<file path="src/rtl/dmem_port_arbiter_if.sv">
// ---------------------------------------------------------------------------
// dmem_port_arbiter_if
//   Bundles the two requester handshakes (IF fetch, MEM load/store) and the
//   RAM macro port that dmem_port_arbiter sits between.
//   modport slave  : the arbiter side (takes requests, drives the RAM).
//   modport master : the pipeline/RAM side (issues requests, returns RAM data).
//   Signal names keep their _i/_o suffixes as seen from the arbiter.
// ---------------------------------------------------------------------------
interface dmem_port_arbiter_if #(
    parameter int MEM_AW = 10,
    parameter int DATA_W = 32
);
    // IF requester (read-only)
    logic                  if_req_valid_i;
    logic                  if_req_ready_o;
    logic [31:0]           if_addr_i;
    logic                  if_rsp_valid_o;
    logic [DATA_W-1:0]     if_rdata_o;
    // MEM requester (load/store)
    logic                  mem_req_valid_i;
    logic                  mem_req_ready_o;
    logic [31:0]           mem_addr_i;
    logic                  mem_wr_i;
    logic [1:0]            mem_store_type_i;
    logic [DATA_W-1:0]     mem_wdata_i;
    logic                  mem_rsp_valid_o;
    logic [DATA_W-1:0]     mem_rdata_o;
    // RAM macro port
    logic                  ram_en_o;
    logic [DATA_W/8-1:0]   ram_we_o;
    logic [MEM_AW-1:0]     ram_addr_o;
    logic [DATA_W-1:0]     ram_wdata_o;
    logic [DATA_W-1:0]     ram_rdata_i;

    modport slave (
        input  if_req_valid_i, if_addr_i,
        input  mem_req_valid_i, mem_addr_i, mem_wr_i, mem_store_type_i, mem_wdata_i,
        input  ram_rdata_i,
        output if_req_ready_o, if_rsp_valid_o, if_rdata_o,
        output mem_req_ready_o, mem_rsp_valid_o, mem_rdata_o,
        output ram_en_o, ram_we_o, ram_addr_o, ram_wdata_o
    );

    modport master (
        output if_req_valid_i, if_addr_i,
        output mem_req_valid_i, mem_addr_i, mem_wr_i, mem_store_type_i, mem_wdata_i,
        output ram_rdata_i,
        input  if_req_ready_o, if_rsp_valid_o, if_rdata_o,
        input  mem_req_ready_o, mem_rsp_valid_o, mem_rdata_o,
        input  ram_en_o, ram_we_o, ram_addr_o, ram_wdata_o
    );
endinterface

</file>
<file path="src/rtl/dmem_port_arbiter.sv">
// ---------------------------------------------------------------------------
// dmem_port_arbiter
//   Shares one single-port, synchronous-read, byte-writable data RAM between
//   instruction fetch (read-only) and the MEM stage (load/store).
//   Flow per access: accept (IDLE/RESP) -> ACCESS (RAM enabled) -> RESP
//   (one-cycle response pulse to the owner). A new request may be accepted
//   in the RESP cycle, giving one access every two cycles.
//
// Ports:
//   clk     : clock, rising edge
//   resetn  : asynchronous active-low reset; drops any in-flight access
//   bus     : dmem_port_arbiter_if.slave -- IF/MEM handshakes and RAM port
//
// Optional feature:
//   DMEM_ARB_ROUND_ROBIN_EN : when defined, a tie goes to the requester not
//   granted last (last grant resets to IF). Otherwise MEM always wins a tie.
// ---------------------------------------------------------------------------
module dmem_port_arbiter #(
    parameter int MEM_AW = 10,
    parameter int DATA_W = 32
) (
    input  logic                clk,
    input  logic                resetn,
    dmem_port_arbiter_if.slave  bus
);
    localparam int STRB_W = DATA_W / 8;

    typedef enum logic [1:0] {
        IDLE   = 2'd0,
        ACCESS = 2'd1,
        RESP   = 2'd2
    } state_e;

    // Registered RAM command; drives the RAM port directly so it is only
    // non-zero during the ACCESS cycle.
    typedef struct packed {
        logic              en;
        logic [STRB_W-1:0] we;
        logic [MEM_AW-1:0] addr;
        logic [DATA_W-1:0] wdata;
    } ram_cmd_t;

    state_e            state_d, state_q;
    ram_cmd_t          cmd_d, cmd_q;
    logic              owner_mem_d, owner_mem_q;
    logic              wr_d, wr_q;
    logic              if_rsp_d, if_rsp_q;
    logic              mem_rsp_d, mem_rsp_q;

    logic              can_accept;
    logic              tie_to_mem;
    logic              grant_if, grant_mem, accept;
    logic [STRB_W-1:0] st_strb;
    logic [DATA_W-1:0] st_wdata;

`ifdef DMEM_ARB_ROUND_ROBIN_EN
    logic              last_mem_d, last_mem_q;
`endif

    // ---------------------------------------------------------------------
    // Arbitration. Ready is gated by resetn so every output is 0 while the
    // block is held in reset, even with valids asserted.
    // ---------------------------------------------------------------------
    always_comb begin
        can_accept = resetn && (state_q != ACCESS);
`ifdef DMEM_ARB_ROUND_ROBIN_EN
        tie_to_mem = !last_mem_q;
`else
        tie_to_mem = 1'b1;
`endif
        grant_mem  = can_accept && bus.mem_req_valid_i &&
                     (!bus.if_req_valid_i || tie_to_mem);
        grant_if   = can_accept && bus.if_req_valid_i && !grant_mem;
        accept     = grant_if || grant_mem;
    end

    assign bus.if_req_ready_o  = grant_if;
    assign bus.mem_req_ready_o = grant_mem;

    // ---------------------------------------------------------------------
    // Store lane generation: strobes select the byte lanes from the low
    // address bits, write data is replicated across all lanes so the RAM
    // sees the right byte whatever lane is enabled. Type 11 behaves as SB.
    // ---------------------------------------------------------------------
    always_comb begin
        st_strb  = '0;
        st_wdata = '0;
        case (bus.mem_store_type_i)
            2'b00: begin
                st_strb  = 4'b1111;
                st_wdata = bus.mem_wdata_i;
            end
            2'b01: begin
                st_strb  = bus.mem_addr_i[1] ? 4'b1100 : 4'b0011;
                st_wdata = {2{bus.mem_wdata_i[15:0]}};
            end
            default: begin
                st_strb  = 4'b0001 << bus.mem_addr_i[1:0];
                st_wdata = {4{bus.mem_wdata_i[7:0]}};
            end
        endcase
    end

    // ---------------------------------------------------------------------
    // Next-state logic
    // ---------------------------------------------------------------------
    always_comb begin
        state_d     = state_q;
        cmd_d       = '0;
        owner_mem_d = owner_mem_q;
        wr_d        = wr_q;
        if_rsp_d    = 1'b0;
        mem_rsp_d   = 1'b0;
`ifdef DMEM_ARB_ROUND_ROBIN_EN
        last_mem_d  = last_mem_q;
`endif

        case (state_q)
            IDLE:    if (accept) state_d = ACCESS;
            ACCESS: begin
                // RAM read data lands next cycle, so the response pulse is
                // registered here and lines up with ram_rdata_i in RESP.
                state_d   = RESP;
                if_rsp_d  = !owner_mem_q;
                mem_rsp_d = owner_mem_q;
            end
            RESP:    state_d = accept ? ACCESS : IDLE;
            default: state_d = IDLE;
        endcase

        // owner/wr are still read during RESP; they only update at the end
        // of a cycle that accepts, so an overlapping accept is safe.
        if (accept) begin
            owner_mem_d = grant_mem;
            wr_d        = grant_mem && bus.mem_wr_i;
            cmd_d.en    = 1'b1;
            cmd_d.addr  = grant_mem ? bus.mem_addr_i[MEM_AW+1:2]
                                    : bus.if_addr_i[MEM_AW+1:2];
            cmd_d.we    = wr_d ? st_strb  : '0;
            cmd_d.wdata = wr_d ? st_wdata : '0;
`ifdef DMEM_ARB_ROUND_ROBIN_EN
            last_mem_d  = grant_mem;
`endif
        end
    end

    // ---------------------------------------------------------------------
    // State registers
    // ---------------------------------------------------------------------
    always_ff @(posedge clk or negedge resetn) begin
        if (!resetn) begin
            state_q     <= IDLE;
            cmd_q       <= '0;
            owner_mem_q <= 1'b0;
            wr_q        <= 1'b0;
            if_rsp_q    <= 1'b0;
            mem_rsp_q   <= 1'b0;
`ifdef DMEM_ARB_ROUND_ROBIN_EN
            last_mem_q  <= 1'b0;
`endif
        end else begin
            state_q     <= state_d;
            cmd_q       <= cmd_d;
            owner_mem_q <= owner_mem_d;
            wr_q        <= wr_d;
            if_rsp_q    <= if_rsp_d;
            mem_rsp_q   <= mem_rsp_d;
`ifdef DMEM_ARB_ROUND_ROBIN_EN
            last_mem_q  <= last_mem_d;
`endif
        end
    end

    // ---------------------------------------------------------------------
    // Outputs
    // ---------------------------------------------------------------------
    assign bus.ram_en_o    = cmd_q.en;
    assign bus.ram_we_o    = cmd_q.we;
    assign bus.ram_addr_o  = cmd_q.addr;
    assign bus.ram_wdata_o = cmd_q.wdata;

    assign bus.if_rsp_valid_o  = if_rsp_q;
    assign bus.mem_rsp_valid_o = mem_rsp_q;
    // Store acknowledges return zero data; the non-owner always sees zero.
    assign bus.if_rdata_o  = if_rsp_q              ? bus.ram_rdata_i : '0;
    assign bus.mem_rdata_o = (mem_rsp_q && !wr_q)  ? bus.ram_rdata_i : '0;

    // Address bits outside the word index are intentionally ignored.
    logic unused_addr_bits;
    assign unused_addr_bits = ^{bus.if_addr_i[31:MEM_AW+2], bus.if_addr_i[1:0],
                                bus.mem_addr_i[31:MEM_AW+2]};

    // ---------------------------------------------------------------------
    // Invariants
    // ---------------------------------------------------------------------
    a_ready_onehot: assert property (@(posedge clk) disable iff (!resetn)
        !(bus.if_req_ready_o && bus.mem_req_ready_o));
    a_rsp_onehot: assert property (@(posedge clk) disable iff (!resetn)
        !(bus.if_rsp_valid_o && bus.mem_rsp_valid_o));
    a_we_needs_en: assert property (@(posedge clk) disable iff (!resetn)
        (bus.ram_we_o != '0) |-> bus.ram_en_o);
endmodule

</file>
<file path="src/flat_wrapper.sv">
// flat-port wrapper written by rule: the top's interface ports become plain ports
module dmem_port_arbiter_flat 
#(
    parameter int MEM_AW = 10,
    parameter int DATA_W = 32
)
  (clk, resetn, bus_if_req_valid_i, bus_if_addr_i, bus_mem_req_valid_i, bus_mem_addr_i, bus_mem_wr_i, bus_mem_store_type_i, bus_mem_wdata_i, bus_ram_rdata_i, bus_if_req_ready_o, bus_if_rsp_valid_o, bus_if_rdata_o, bus_mem_req_ready_o, bus_mem_rsp_valid_o, bus_mem_rdata_o, bus_ram_en_o, bus_ram_we_o, bus_ram_addr_o, bus_ram_wdata_o);
  dmem_port_arbiter_if #(.MEM_AW(MEM_AW), .DATA_W(DATA_W)) bus_i ();
  input  logic clk;
  input  logic resetn;
  input wire logic [$bits(bus_i.if_req_valid_i)-1:0] bus_if_req_valid_i;
  input wire logic [$bits(bus_i.if_addr_i)-1:0] bus_if_addr_i;
  input wire logic [$bits(bus_i.mem_req_valid_i)-1:0] bus_mem_req_valid_i;
  input wire logic [$bits(bus_i.mem_addr_i)-1:0] bus_mem_addr_i;
  input wire logic [$bits(bus_i.mem_wr_i)-1:0] bus_mem_wr_i;
  input wire logic [$bits(bus_i.mem_store_type_i)-1:0] bus_mem_store_type_i;
  input wire logic [$bits(bus_i.mem_wdata_i)-1:0] bus_mem_wdata_i;
  input wire logic [$bits(bus_i.ram_rdata_i)-1:0] bus_ram_rdata_i;
  output wire logic [$bits(bus_i.if_req_ready_o)-1:0] bus_if_req_ready_o;
  output wire logic [$bits(bus_i.if_rsp_valid_o)-1:0] bus_if_rsp_valid_o;
  output wire logic [$bits(bus_i.if_rdata_o)-1:0] bus_if_rdata_o;
  output wire logic [$bits(bus_i.mem_req_ready_o)-1:0] bus_mem_req_ready_o;
  output wire logic [$bits(bus_i.mem_rsp_valid_o)-1:0] bus_mem_rsp_valid_o;
  output wire logic [$bits(bus_i.mem_rdata_o)-1:0] bus_mem_rdata_o;
  output wire logic [$bits(bus_i.ram_en_o)-1:0] bus_ram_en_o;
  output wire logic [$bits(bus_i.ram_we_o)-1:0] bus_ram_we_o;
  output wire logic [$bits(bus_i.ram_addr_o)-1:0] bus_ram_addr_o;
  output wire logic [$bits(bus_i.ram_wdata_o)-1:0] bus_ram_wdata_o;
  assign bus_i.if_req_valid_i = bus_if_req_valid_i;
  assign bus_i.if_addr_i = bus_if_addr_i;
  assign bus_i.mem_req_valid_i = bus_mem_req_valid_i;
  assign bus_i.mem_addr_i = bus_mem_addr_i;
  assign bus_i.mem_wr_i = bus_mem_wr_i;
  assign bus_i.mem_store_type_i = bus_mem_store_type_i;
  assign bus_i.mem_wdata_i = bus_mem_wdata_i;
  assign bus_i.ram_rdata_i = bus_ram_rdata_i;
  assign bus_if_req_ready_o = bus_i.if_req_ready_o;
  assign bus_if_rsp_valid_o = bus_i.if_rsp_valid_o;
  assign bus_if_rdata_o = bus_i.if_rdata_o;
  assign bus_mem_req_ready_o = bus_i.mem_req_ready_o;
  assign bus_mem_rsp_valid_o = bus_i.mem_rsp_valid_o;
  assign bus_mem_rdata_o = bus_i.mem_rdata_o;
  assign bus_ram_en_o = bus_i.ram_en_o;
  assign bus_ram_we_o = bus_i.ram_we_o;
  assign bus_ram_addr_o = bus_i.ram_addr_o;
  assign bus_ram_wdata_o = bus_i.ram_wdata_o;
  dmem_port_arbiter #(.MEM_AW(MEM_AW), .DATA_W(DATA_W)) u_core (.clk(clk), .resetn(resetn), .bus(bus_i));
endmodule
</file>
<file path="config.mk">
export PLATFORM = sky130hd
export DESIGN_NAME = dmem_port_arbiter_flat
export DESIGN_NICKNAME = d
export VERILOG_FILES = /design/src/rtl/dmem_port_arbiter_if.sv /design/src/rtl/dmem_port_arbiter.sv /design/src/flat_wrapper.sv
export SDC_FILE = /design/constraint.sdc
export NUM_CORES = 1
export LEC_CHECK = 0
export ABC_AREA = 1
export ABC_CLOCK_PERIOD_IN_PS = 2450
export CORE_MARGIN = 3
export CORE_UTILIZATION = 34
export DETAILED_ROUTE_END_ITERATION = 7
export PLACE_DENSITY_LB_ADDON = 0.2
export SLEW_MARGIN = 20
export SYNTH_ARGS = -nofsm -noshare
export SYNTH_HDL_FRONTEND = slang
export SYNTH_SLANG_ARGS = --single-unit
</file>
<file path="constraint.sdc">
create_clock -name clk -period 2.45 [get_ports clk]
set_clock_uncertainty 0.15 [all_clocks]
set_input_delay 0.49 -clock clk [delete_from_list [all_inputs] [get_ports clk]]
set_output_delay 0.49 -clock clk [all_outputs]
set_load 0.02 [all_outputs]
</file>
==> results.md, run 1 <==
- Status: completed
- Setup TNS Final: 0 ns
- YS warnings: 0
- Final setup violation count: 0
- Overall routing resource usage: 0.1944
- Post-synthesis mux area share: 0
- Synthesized net count: 541
- Number of global-route vias before repair: 2888
- Final Cycle Share: 0.9713
- N_diodes: 0
- Post-synthesis simple-gate area fraction: 0.3170
- Fmax: 420.2 MHz
- Leakage: 3.340 nW
- Unrepaired setup endpoints after global routing: false
- Largest family of logic cells by synthesized area: simple AND/OR/NAND/NOR gates
- Syn_area_per_cell: 7.030 µm²
- Vias per inst: 4.230
- Routed WL per cell: 13.27 µm
- Nets: 746
- Maxcap violations: 0
- Fin cells: 714
- Fin worst setup slack: 0.07027 ns
- TritonRoute pass-1 iters: 4
- Initial Util: 0.3600
- Max VDD drop: 0.0002724 V
- Tot Pwr: 0.002275 W
- CTS tree: done
- I/O Buffers: 207
- Post-synthesis compound-gate area fraction: 0.04033
- Final ANT Viol Nets: 0
- Yosys cell types: 17
- Tightest Hold Check Type: in2async
- Crit. Startpoint: bus_ram_rdata_i[9]
- Arr. time, crit path: 1.74 ns
- Dpl hpwl: 7472 µm
- Crit path required time: 1.81 ns
- Cell count after placement: 706
- Adder-Cell Fraction of Synth Area: 0
- Sinks on Clock Net: 53
- CTS H-tree depth: 2
- Initial antenna violation count: 0
- Top-Level Pins: 250
- Maximum buffer depth of the clock tree: 2
- Cts bufs inserted: 5
- Slew HR: 0.5637
- Die area: 9530 µm²
- Tightest Pin Transition: 0.6545 ns
- Cell Area, Synth: 2854 µm²
- Standard cell core area: 7928 µm²
- Clock Latency Late Sink: 0.31 ns
- CTS root buf: clkbuf_8
- Critical path fanouts, max: 2
- Row cnt: 32
- Pin count of the biggest net entering global routing: 54
- DRC Markers: 0
- Pre-CTS WS: 0.02020 ns
- Seq/Total Area, Yosys: 0.4647
- Mapped Cells: 406
- Final core utilization: 0.6566
- Area grow syn2layout: 82.38%
- Iter 0 DRT Violations: 98
- Crit path time final: 2.380 ns
- XOR/XNOR Fraction of Synth Area: 0
- WS Path Type: in2out
- Post-Route WL: 9473 µm
- Gr ovfl total: 0
- Max-slew violations: 0
- First-pass GRT wire length: 15020 µm
- Reg clk slew, reported paths: 0.10 ns
- Routed via count: 3020
- Proportion of layout cells with a drive suffix above 1: 0.08660
- Power Dens Cells: 437.0 nW/µm²
- Crit start category: primary input
- Final hold viol count: 0
- GP Congestion: 0.8407
- FF-to-FF Start: u_core.state_q[1]
- #FFs+latches synth: 53
- Die Y: 97.62 µm
- Crit. End Element: output pin
- DIE WIDTH: 97.62 µm
- Setup bufs post-CTS: 0
## final timing paths
check                      slack [ns]  cells after the start                          to
setup / recovery                 0.07                      4           bus_if_rdata_o[9]
hold / removal                   0.22                      2         u_core.bus.ram_en_o
setup reg to reg                 0.84                      7    u_core.bus.ram_addr_o[9]
hold reg to reg                  0.33                      1   u_core.bus.if_rsp_valid_o
max in group asynchronous        1.49                      2  u_core.bus.ram_wdata_o[15]
min in group clk                 0.33                      1   u_core.bus.if_rsp_valid_o
## metrics by stage
| stage | hold slack [ns] | cell area (µm²) |
|---|---|---|
| floorplan | 0.04441 | 2854 |
| global placement | 0.2901 | 5021 |
| detailed placement | 0.3087 | 5021 |
| CTS | 0.2504 | 5116 |
| global route | 0.2712 | 5205 |
| finish | 0.2208 | 5205 |
## synth_stat cells
cell type  instances  share of area
a21oi_1            1         0.0018
buf_2              5         0.0088
buf_4              3         0.0079
buf_6              3          0.012
clkbuf_1           7         0.0092
dfrtp_1           53           0.46
inv_1            105           0.14
inv_4              1         0.0022
nand2_1           92           0.12
nand2_4            1         0.0039
nand2_8            1         0.0070
nand3_1           10          0.018
nand3_2            1         0.0035
nand3_4            1         0.0061
nor2_1            70          0.092
nor2_2            30          0.066
o21ai_0           22          0.039
## layer usage
metal	share of wire	GRT usage	vias to the layer above	routed length, µm
met4	0.012	0.03621	0	110
met3	0.090	0.07609	11	855
li1	-	-	1549	-
met2	0.51	0.3474	122	4838
met5	0	0	-	0
met1	0.39	0.2209	1338	3670
## cells in the final DEF (no fill, tap or decap)
| cell type | count |
|---|---|
| clkbuf_8 | 5 |
| buf_4 | 7 |
| clkinv_4 | 2 |
| nand3_4 | 1 |
| inv_1 | 105 |
| dlymetal6s2s_1 | 34 |
| o21ai_0 | 22 |
| nor2_1 | 70 |
| nor2_2 | 30 |
| nand2_1 | 92 |
| clkdlybuf4s50_1 | 172 |
| nand3_1 | 10 |
| inv_6 | 1 |
| inv_4 | 1 |
| buf_12 | 1 |
| buf_2 | 1 |
| nand2_8 | 1 |
| buf_6 | 1 |
| a21oi_1 | 1 |
| nand2_4 | 1 |
| nand3_2 | 1 |
| dfrtp_1 | 53 |
## final cells by class
cell class              instances  area [µm²]
clock buffers                   5       68.82
clock inverters                 3       26.28
fillers                       707        2723
inverters                     106       400.4
multi-input cells             229        1020
flip-flops and latches         53        1326
well taps                     102       127.6
repair buffers                216        2236
## flip-flops by register name, summed over array words and instances (netlist names)
signal / flops
u_core.bus.if_rsp_valid_o: 1
u_core.bus.mem_rsp_valid_o: 1
u_core.bus.ram_addr_o: 10
u_core.bus.ram_en_o: 1
u_core.bus.ram_wdata_o: 32
u_core.bus.ram_we_o: 4
u_core.owner_mem_q: 1
u_core.state_q: 2
u_core.wr_q: 1
## power breakdown
| group | switching (W) | internal, W |
|---|---|---|
| logic | 0.000431 | 0.000390 |
| clock network | 0.000299 | 0.000209 |
| registers | 0.0000189 | 0.000927 |
| total | 0.000749 | 0.00153 |
## worst max-delay path, cell delays in order
cell,delay [ns]
clkdlybuf4s50_1,0.47
nand2_1,0.07
inv_1,0.08
clkdlybuf4s50_1,0.62
## cell families (layout without fill, tap and decap cells)
logic type,after synthesis,count (layout)
buffers and inverters,124,330
AOI/OAI and AO/OA,23,23
DFF,53,53
and+or+nand+nor,206,206
## repair_timing
item,4_1_cts,5_1_grt
hold buffers,0,0
gates resized for setup,0,35
setup endpoints to repair,0,63
No activity file was read; power rests on OpenSTA's default activity.
==> run 2, diff against run 1 <==
- CAP_MARGIN: default -> 15
==> results of run 2 <==
No change in the layout: final DEF, timing and power equal those of run 1.
